<file path="config.mk">
export PLATFORM = sky130hd
export DESIGN_NAME = noc_local_endpoint
export DESIGN_NICKNAME = d
export VERILOG_FILES = /design/src/rtl/noc_local_endpoint.sv
export SDC_FILE = /design/constraint.sdc
export NUM_CORES = 1
export LEC_CHECK = 0
export CORE_MARGIN = 1.5
export CORE_UTILIZATION = 50
export CTS_CLUSTER_SIZE = 40
export DETAILED_ROUTE_END_ITERATION = 8
export PLACE_DENSITY_LB_ADDON = 0.2
export SLEW_MARGIN = 10
export SYNTH_ARGS = -nofsm -noshare
export SYNTH_HDL_FRONTEND = slang
export SYNTH_SLANG_ARGS = --single-unit
</file>
<file path="constraint.sdc">
create_clock -name clk -period 3.91 [get_ports clk]
set_clock_uncertainty 0.05 [all_clocks]
set_input_delay 0.782 -clock clk [delete_from_list [all_inputs] [get_ports clk]]
set_output_delay 0.782 -clock clk [all_outputs]
set_load 0.005 [all_outputs]
</file>
<file path="src/rtl/noc_local_endpoint.sv">
// noc_local_endpoint: router local-port endpoint with credit-based VC-locked TX and round-robin RX FIFOs
module noc_local_endpoint #(
  parameter int CREDITS = 4,
  parameter int FLIT_W = 35
) (
  input  logic              clk,
  input  logic              RST_,
  input  logic [FLIT_W-1:0] src_data,
  input  logic              src_vch,
  input  logic              src_valid,
  output logic              src_ready,
  output logic [FLIT_W-1:0] ODATA,
  output logic              OVALID,
  output logic              OVCH,
  input  logic [1:0]        IACK,
  output logic [1:0]        OLCK,
  input  logic [FLIT_W-1:0] IDATA,
  input  logic              IVALID,
  input  logic              IVCH,
  output logic [1:0]        ORDY,
  output logic [1:0]        OACK,
  output logic [FLIT_W-1:0] snk_data,
  output logic              snk_vch,
  output logic              snk_valid,
  input  logic              snk_ready,
  output logic              err
);
  localparam int CW = $clog2(CREDITS + 1);
  localparam int PW = $clog2(CREDITS);
  localparam logic [0:0] IDLE = 1'b0;
  localparam logic [0:0] OPEN = 1'b1;
  localparam logic [CW-1:0] CMAX = CW'(CREDITS);
  localparam logic [PW-1:0] PLAST = PW'(CREDITS - 1);
  logic [0:0] state_q, state_d;
  logic vc_q, vc_d;
  logic [1:0][CW-1:0] credit_q, credit_d, cnt_q, cnt_d;
  logic [1:0][PW-1:0] wp_q, wp_d, rp_q, rp_d;
  logic [FLIT_W-1:0] odata_q, mem_q [2][CREDITS];
  logic ovalid_q, ovch_q, rr_q, sel, tgt, bad, send, err_q;
  logic [1:0] ftype, send_v, ack_ovf, oack_q, wr, wr_ok, pop, full;
  assign ftype = src_data[FLIT_W-1 -: 2];
  assign tgt = (state_q == OPEN) ? vc_q : src_vch;
  assign src_ready = src_valid && credit_q[tgt] != '0;
  // Heads (type bit 0 set) are only legal when idle, body/tail only while a packet is open.
  assign bad = src_ready && ((state_q == OPEN) == ftype[0]);
  assign send = src_ready && !bad;
  assign send_v = {send && tgt, send && !tgt};
  always_comb begin
    state_d = !send ? state_q
            : (state_q == IDLE && ftype == 2'b01) ? OPEN
            : (state_q == OPEN && ftype == 2'b10) ? IDLE : state_q;
    vc_d = (send && state_q == IDLE) ? src_vch : vc_q;
  end
  assign sel = (cnt_q[rr_q] != '0) ? rr_q : !rr_q;
  assign snk_valid = cnt_q[sel] != '0;
  assign snk_data = snk_valid ? mem_q[sel][rp_q[sel]] : '0;
  assign snk_vch = snk_valid && sel;
  assign pop = {snk_valid && snk_ready && sel, snk_valid && snk_ready && !sel};
  assign wr = {IVALID && IVCH, IVALID && !IVCH};
  for (genvar v = 0; v < 2; v++) begin : g_vc
    assign ack_ovf[v] = IACK[v] && credit_q[v] == CMAX && !send_v[v];
    assign credit_d[v] = ack_ovf[v] ? credit_q[v] : credit_q[v] - CW'(send_v[v]) + CW'(IACK[v]);
    assign full[v] = cnt_q[v] == CMAX;
    assign wr_ok[v] = wr[v] && (!full[v] || pop[v]);
    assign cnt_d[v] = cnt_q[v] + CW'(wr_ok[v]) - CW'(pop[v]);
    assign wp_d[v] = !wr_ok[v] ? wp_q[v] : (wp_q[v] == PLAST) ? '0 : wp_q[v] + PW'(1);
    assign rp_d[v] = !pop[v] ? rp_q[v] : (rp_q[v] == PLAST) ? '0 : rp_q[v] + PW'(1);
    assign OLCK[v] = (state_q == OPEN) && vc_q == v[0];
  end
  assign ORDY = ~full;
  assign ODATA = odata_q;
  assign OVALID = ovalid_q;
  assign OVCH = ovch_q;
  assign OACK = oack_q;
  assign err = err_q;
  always_ff @(posedge clk) begin
    if (RST_) begin
      state_q <= IDLE;
      vc_q <= 1'b0;
      credit_q <= {2{CMAX}};
      odata_q <= '0;
      ovalid_q <= 1'b0;
      ovch_q <= 1'b0;
      cnt_q <= '0;
      wp_q <= '0;
      rp_q <= '0;
      rr_q <= 1'b0;
      oack_q <= '0;
      err_q <= 1'b0;
    end else begin
      state_q <= state_d;
      vc_q <= vc_d;
      credit_q <= credit_d;
      odata_q <= send ? src_data : odata_q;
      ovalid_q <= send;
      ovch_q <= send ? tgt : ovch_q;
      cnt_q <= cnt_d;
      wp_q <= wp_d;
      rp_q <= rp_d;
      rr_q <= (|pop) ? !sel : rr_q;
      oack_q <= pop;
      err_q <= err_q || bad || (|ack_ovf) || (|(wr & ~wr_ok));
    end
  end
  always_ff @(posedge clk) begin
    for (int v = 0; v < 2; v++)
      if (wr_ok[v]) mem_q[v][wp_q[v]] <= IDATA;
  end
endmodule
</file>
[Word level (Yosys, flattened, before mapping)]
Memory sizes are Yosys's and may differ from the RTL's.
Cells that the tools add are included.
Storage, ports and cells
  output and inout port bits: 82
  word-level logic and storage cells: 134
  memory bits (writable): 280
  input port bits: 79
  memories kept: 1
  register bits after elaboration: 63
Memories
  mem_q: words 2, bits a word 140, rd ports 1, clocked after Yosys merged registers in 0, wr ports 1, line 38  | logic [FLIT_W-1:0] odata_q, mem_q [2][CREDITS];
Cells by class
  add/sub/neg operators: 12
  mux-type cells: 31
  equal/unequal tests: 11
  order comparisons: 8
  bitwise logic cells: 8
  reduce and logical (&&, ||, !) cells: 47
Operator list (number)
  $mux 140: 4
  $mux 35: 5
  $demux 35 s2: 2
  $reduce_or 140->1: 1
  $bmux 35 s2: 1
  $logic_and 1x1->1: 24
  $mux 3: 6
  $add 3x1->3: 4
  $eq 3x3->1 const B: 4
  $mux 2: 6
  $sub 3x1->3: 4
  $eq 2x2->1 const B: 5
  $ge 3x3->1 const B: 3
  $logic_not 1->1: 9
  $not 2->3: 3
  $reduce_bool 3->1: 3
  $add 2x1->2 const B: 4
  $mux 1: 7
  $lt 1x2->1 const B: 3
  $lt 3x1->1 const B: 2
  $reduce_or 2->1: 3
  $logic_or 1x1->1: 5
  $not 2->2: 2
  $and 2x2->2: 1
  other kinds (5): 6

[Logic depth before layout (Yosys ltp)]
  word-level depth: 15
  mapped depth: 12
  mapped depth without buffers: 11

[Least setup slack after synthesis]
No wires, ideal clock.
  path type: input -> register
  start: input port snk_ready
  end: register cnt_q[2] (netlist bit)
  stages: 11
  path buffers: 0
  arrival time: 2.659 ns
  setup time: 0.128 ns
  data required time: 3.732 ns
  path slack: 1.074 ns
  cell sequence: o31ai_1 -> a21o_1 -> a31oi_2 -> inv_2 -> ha_1 -> inv_1 -> ha_1 -> fa_1 -> xnor2_1 -> xnor2_1 -> nor2_1
On the way
  cells in the longest elaborated chain, start to end: 6
RTL lines
  from (decl): line 25  | input logic snk_ready,
  $logic_and 1x1->1 * (2 in series): line 58  | assign pop = {snk_valid && snk_ready && sel, snk_valid && snk_ready && !sel};
  $logic_or 1x1->1: line 64  | assign wr_ok[v] = wr[v] && (!full[v] || pop[v]);
  $logic_and 1x1->1: line 64
  $add 3x1->3: line 65  | assign cnt_d[v] = cnt_q[v] + CW'(wr_ok[v]) - CW'(pop[v]);
  $sub 3x1->3 *: line 65
  to (signal assigned): line 97  | cnt_q <= cnt_d;
  to (decl): line 36  | logic [1:0][CW-1:0] credit_q, credit_d, cnt_q, cnt_d;
Every way passes the cells marked *; elsewhere a longest branch is shown, timed or not.
A chain may end at the register's enable or synchronous reset.

[Worst setup path in the final report]
  start: register cnt_q[4] (netlist bit)
  end: output port snk_data[34]
On the way
  cells in the longest elaborated chain, start to end: 11
  elaborated cells between the ends (all ways): 15
  those cells by class: mux: 11; bitwise: 1; reduce/logical: 2; memory: 1
RTL lines
  $mux 3 (not written as such) (2 in series): line 54  | assign sel = (cnt_q[rr_q] != '0) ? rr_q : !rr_q;
  $reduce_bool 3->1: line 54
  $mux 1: line 54
  $mux 2 (not written as such) (2 in series): line 56  | assign snk_data = snk_valid ? mem_q[sel][rp_q[sel]] : '0;
  $not 2->3 (not written as such): line 56
  $bmux 35 s2: line 56
  $mux 35 (not written as such) (2 in series): line 56
  $mux 35 *: line 56
  to (decl): line 22  | output logic [FLIT_W-1:0] snk_data,
Every way passes the cells marked *; elsewhere a longest branch is shown, timed or not. The select of a mux whose other input is x is not followed.

==> reports/metrics.yaml <==
status: "finished, final reports clean"
netlist_area_um2: 13900
antenna_found_initial: 2
ys_warn_count: 0
timing.final.crit_period_ns: 3.82
max_freq_ghz: 0.262
yosys.area.top_type: "edfxtp_1"
start_kind: "register"
final_common_cell: "edfxtp_1"
end_kind: "primary output"
core-area_um2: 27100
clk_latency_ns: 0.51
netSwitchingFraction: 0.302
cp_num_cells: 8
reg2reg_slack_ns: 1.08
grtUsageMet3: 0.0541
rr_startpoint: "cnt_q[4]$_SDFF_PP0_"
final_hold_viol_count: 0
drive_above_1_share: 0.144
drtAntennaViolNets: 0
seq_power_share: 0.378
cts_tree: "yes"
use_met2: 0.351
synth_nets: 1078
area.growth.synth_to_final_pct: 24.2
setup.worst_path.start: "cnt_q[4]$_SDFF_PP0_"
p_total_w: 0.0116
grt_overflow_total: 0
crit_buf_inv: 3
vias: 8370
grt_util_met1: 0.270
postPlaceCellArea_um2: 16100
drt-vias-per-instance: 5.40
finalSetupViolCount: 0
hpwl_um: 17300
hold_class: "reg -> reg"
synthFlopType: "edfxtp_1"
vdd_drop_max_mv: 0.383
die-area_um2: 28800
synth.area.top_cells: "edfxtp_1, dfxtp_1, mux2_2, mux2i_1, nand2_1"
worst_ep_required_time_ns: 3.08
wl_per_cell_um: 19.3
pwr_density_cell_nw_per_um2: 670
first_global_vias: 8559
io_pins: 161
clkTransAtPathRegs_ns: 0.06
dp.cells: 1481
cpMaxStageDelayCell: "clkdlybuf4s50_1"
rsz0062_at_grt: "true"
synth_seq_cells: 343
post-route-drc-count: 0
firstDrtPassIters: 5
initial_core_util: 0.513
p_int_w: 0.00808
fp.dieW_um: 170
tightest_slew_ns: 0.758
grt_use_total: 0.210
crit_chain: "or3_4 > mux2i_4 > buf_12 > mux2i_4 > buf_12 > o211ai_1 > a21oi_2 > clkdlybuf4s50_1"
grt_first_pass_wirelength_um: 46600
place.gp.congestion: 0.722
synth_cell_type_count: 40
die_h_um: 170
yosysTopAreaCellShare: 0.604
fin_cells: 1550
cp_max_fo: 20
reg2reg_depth: 11
drt_iter0_drc: 502
busiest_layer: "met2"
cts_root_buf: "clkbuf_16"
crit_family: "buffers and inverters"
clock_sinks: 343
pwr-share-comb: 0.348
design_area_um2: 17300
regToRegEndpoint: "cnt_q[2]$_SDFF_PP0_"
avgSynthCellArea_um2: 14.2
worstSetupPathType: "reg -> out"
drv_cap: 0
core.rowCount: 60
fin_crit_sh: 0.976
numCtsBuffers: 36
p_leak_nw: 5.77
async_flop_share: 0
switchingPower_w: 0.00349
min_from: "ODATA[1]$_SDFFE_PP0N_"
synth-seq-area-share: 0.695
final_max_slew_viol_count: 0
synth_edf_count: 280
io_buffers: 160
worst_path_largest_cell_delay_ns: 0.54
clk_path_buf_depth: 3
synthesis.instances: 977
arrival_ns: 2.98
slew_headroom: 0.495
endpoint: "snk_data[34]"
fin_nets: 1252
postCtsHoldBufs: 0
clockPowerShare: 0.275
grt_max_degree: 81
wl_um: 29900
final_cell_mix: "edfxtp_1, clkdlybuf4s50_1, nand2_1, a21oi_1, mux2i_1"
h-tree-depth: 2
Yosys cell counts (2+ instances only):
master      n
mux2i_1    78
buf_1       3
mux2_2     70
nor2b_1     7
xnor2_1     8
nand2_1   150
clkbuf_1   31
edfxtp_1  280
and2_1     17
buf_2      20
buf_4       3
dfxtp_1    63
a21oi_1    79
or3_1       2
inv_2       3
nor3_1      6
o211ai_1   71
inv_1      23
nor2_1     20
ha_1       18
nand4_1     3
fa_1        4
state kept, by name, indices dropped and copies added (netlist names):
register	count
OACK	2
err	1
rp_q	4
vc_q	1
credit_q	6
wp_q	4
state_q	1
OVCH	1
mem_q	280
OVALID	1
ODATA	35
rr_q	1
cnt_q	6
cell type report:
| cell class | count | area [um2] |
|---|---|---|
| fillers | 2053 | 9820 |
| flip-flops and latches | 343 | 9680 |
| multi-input cells | 552 | 3950 |
| repair buffers | 192 | 1990 |
| clock buffers | 48 | 967 |
| well taps | 372 | 465 |
| clock inverters | 16 | 126 |
| inverters | 26 | 97.6 |
| diodes | 1 | 2.50 |
worst min path at each step:
stage,cells past startpoint,endpoint
final,2,ODATA[1]$_SDFFE_PP0N_
after global routing,2,ODATA[10]$_SDFFE_PP0N_
after global placement,2,ODATA[24]$_SDFFE_PP0N_
after floorplan,2,ODATA[0]$_SDFFE_PP0N_
after detailed placement,2,ODATA[1]$_SDFFE_PP0N_
after CTS,2,ODATA[1]$_SDFFE_PP0N_
power groups by stage:
stage,logic [W],clock network [W],registers [W]
2_1_floorplan,0.00221,0,0.00435
3_3_place_gp,0.00384,0,0.00444
3_5_place_dp,0.00386,0,0.00445
4_1_cts,0.00397,0.00325,0.00437
5_1_grt,0.00441,0.00337,0.00440
6_report,0.00402,0.00318,0.00437
metal layers:
layer  vias to the layer above  wire length (um)
met2                       254             14400
li1                       3957                 -
met1                      4110             12700
met3                        47              2080
met4                         2               623
met5                         -                13
cell families (layout without fill, tap and decap cells):
kind of cell	Yosys count	after routing	share of synthesized area
other cells	0	1	0
mux	150	151	0.115
flops	343	343	0.695
fa+ha+maj	22	22	0.0219
simple gates	210	210	0.0644
buf+inv	83	282	0.0250
xor+xnor	9	9	0.00567
compound gates	160	160	0.0725
timing repair:
action	4_1_cts	5_1_grt
endpoints found under the setup margin	35	11
pin swaps	0	0
cloned	1	1
buffers inserted	2	0
resized for setup	3	5
per-stage QoR:
| step | util | hold WS, ns | setup WS, ns | setup TNS [ns] |
|---|---|---|---|---|
| after floorplan | - | 0.403 | 1.07 | 0 |
| after global placement | 0.593 | 0.391 | 0.266 | 0 |
| after detailed placement | 0.593 | 0.396 | 0.241 | 0 |
| after CTS | 0.636 | 0.403 | 0.0392 | 0 |
| after global routing | 0.637 | 0.423 | -0.0126 | -0.0251 |
| final | 0.637 | 0.403 | 0.0944 | 0 |
worst reg2reg max path: stages (launching register included):
cell     delay [ns]
dfxtp_1        0.34
or3_4          0.43
a21o_1         0.29
a31oi_2        0.26
inv_2          0.05
ha_1           0.27
inv_1          0.04
ha_1           0.19
fa_1           0.41
xnor2_1        0.18
xnor2_1        0.13
nor2_1         0.05
Power figures use the tool's default switching activity.
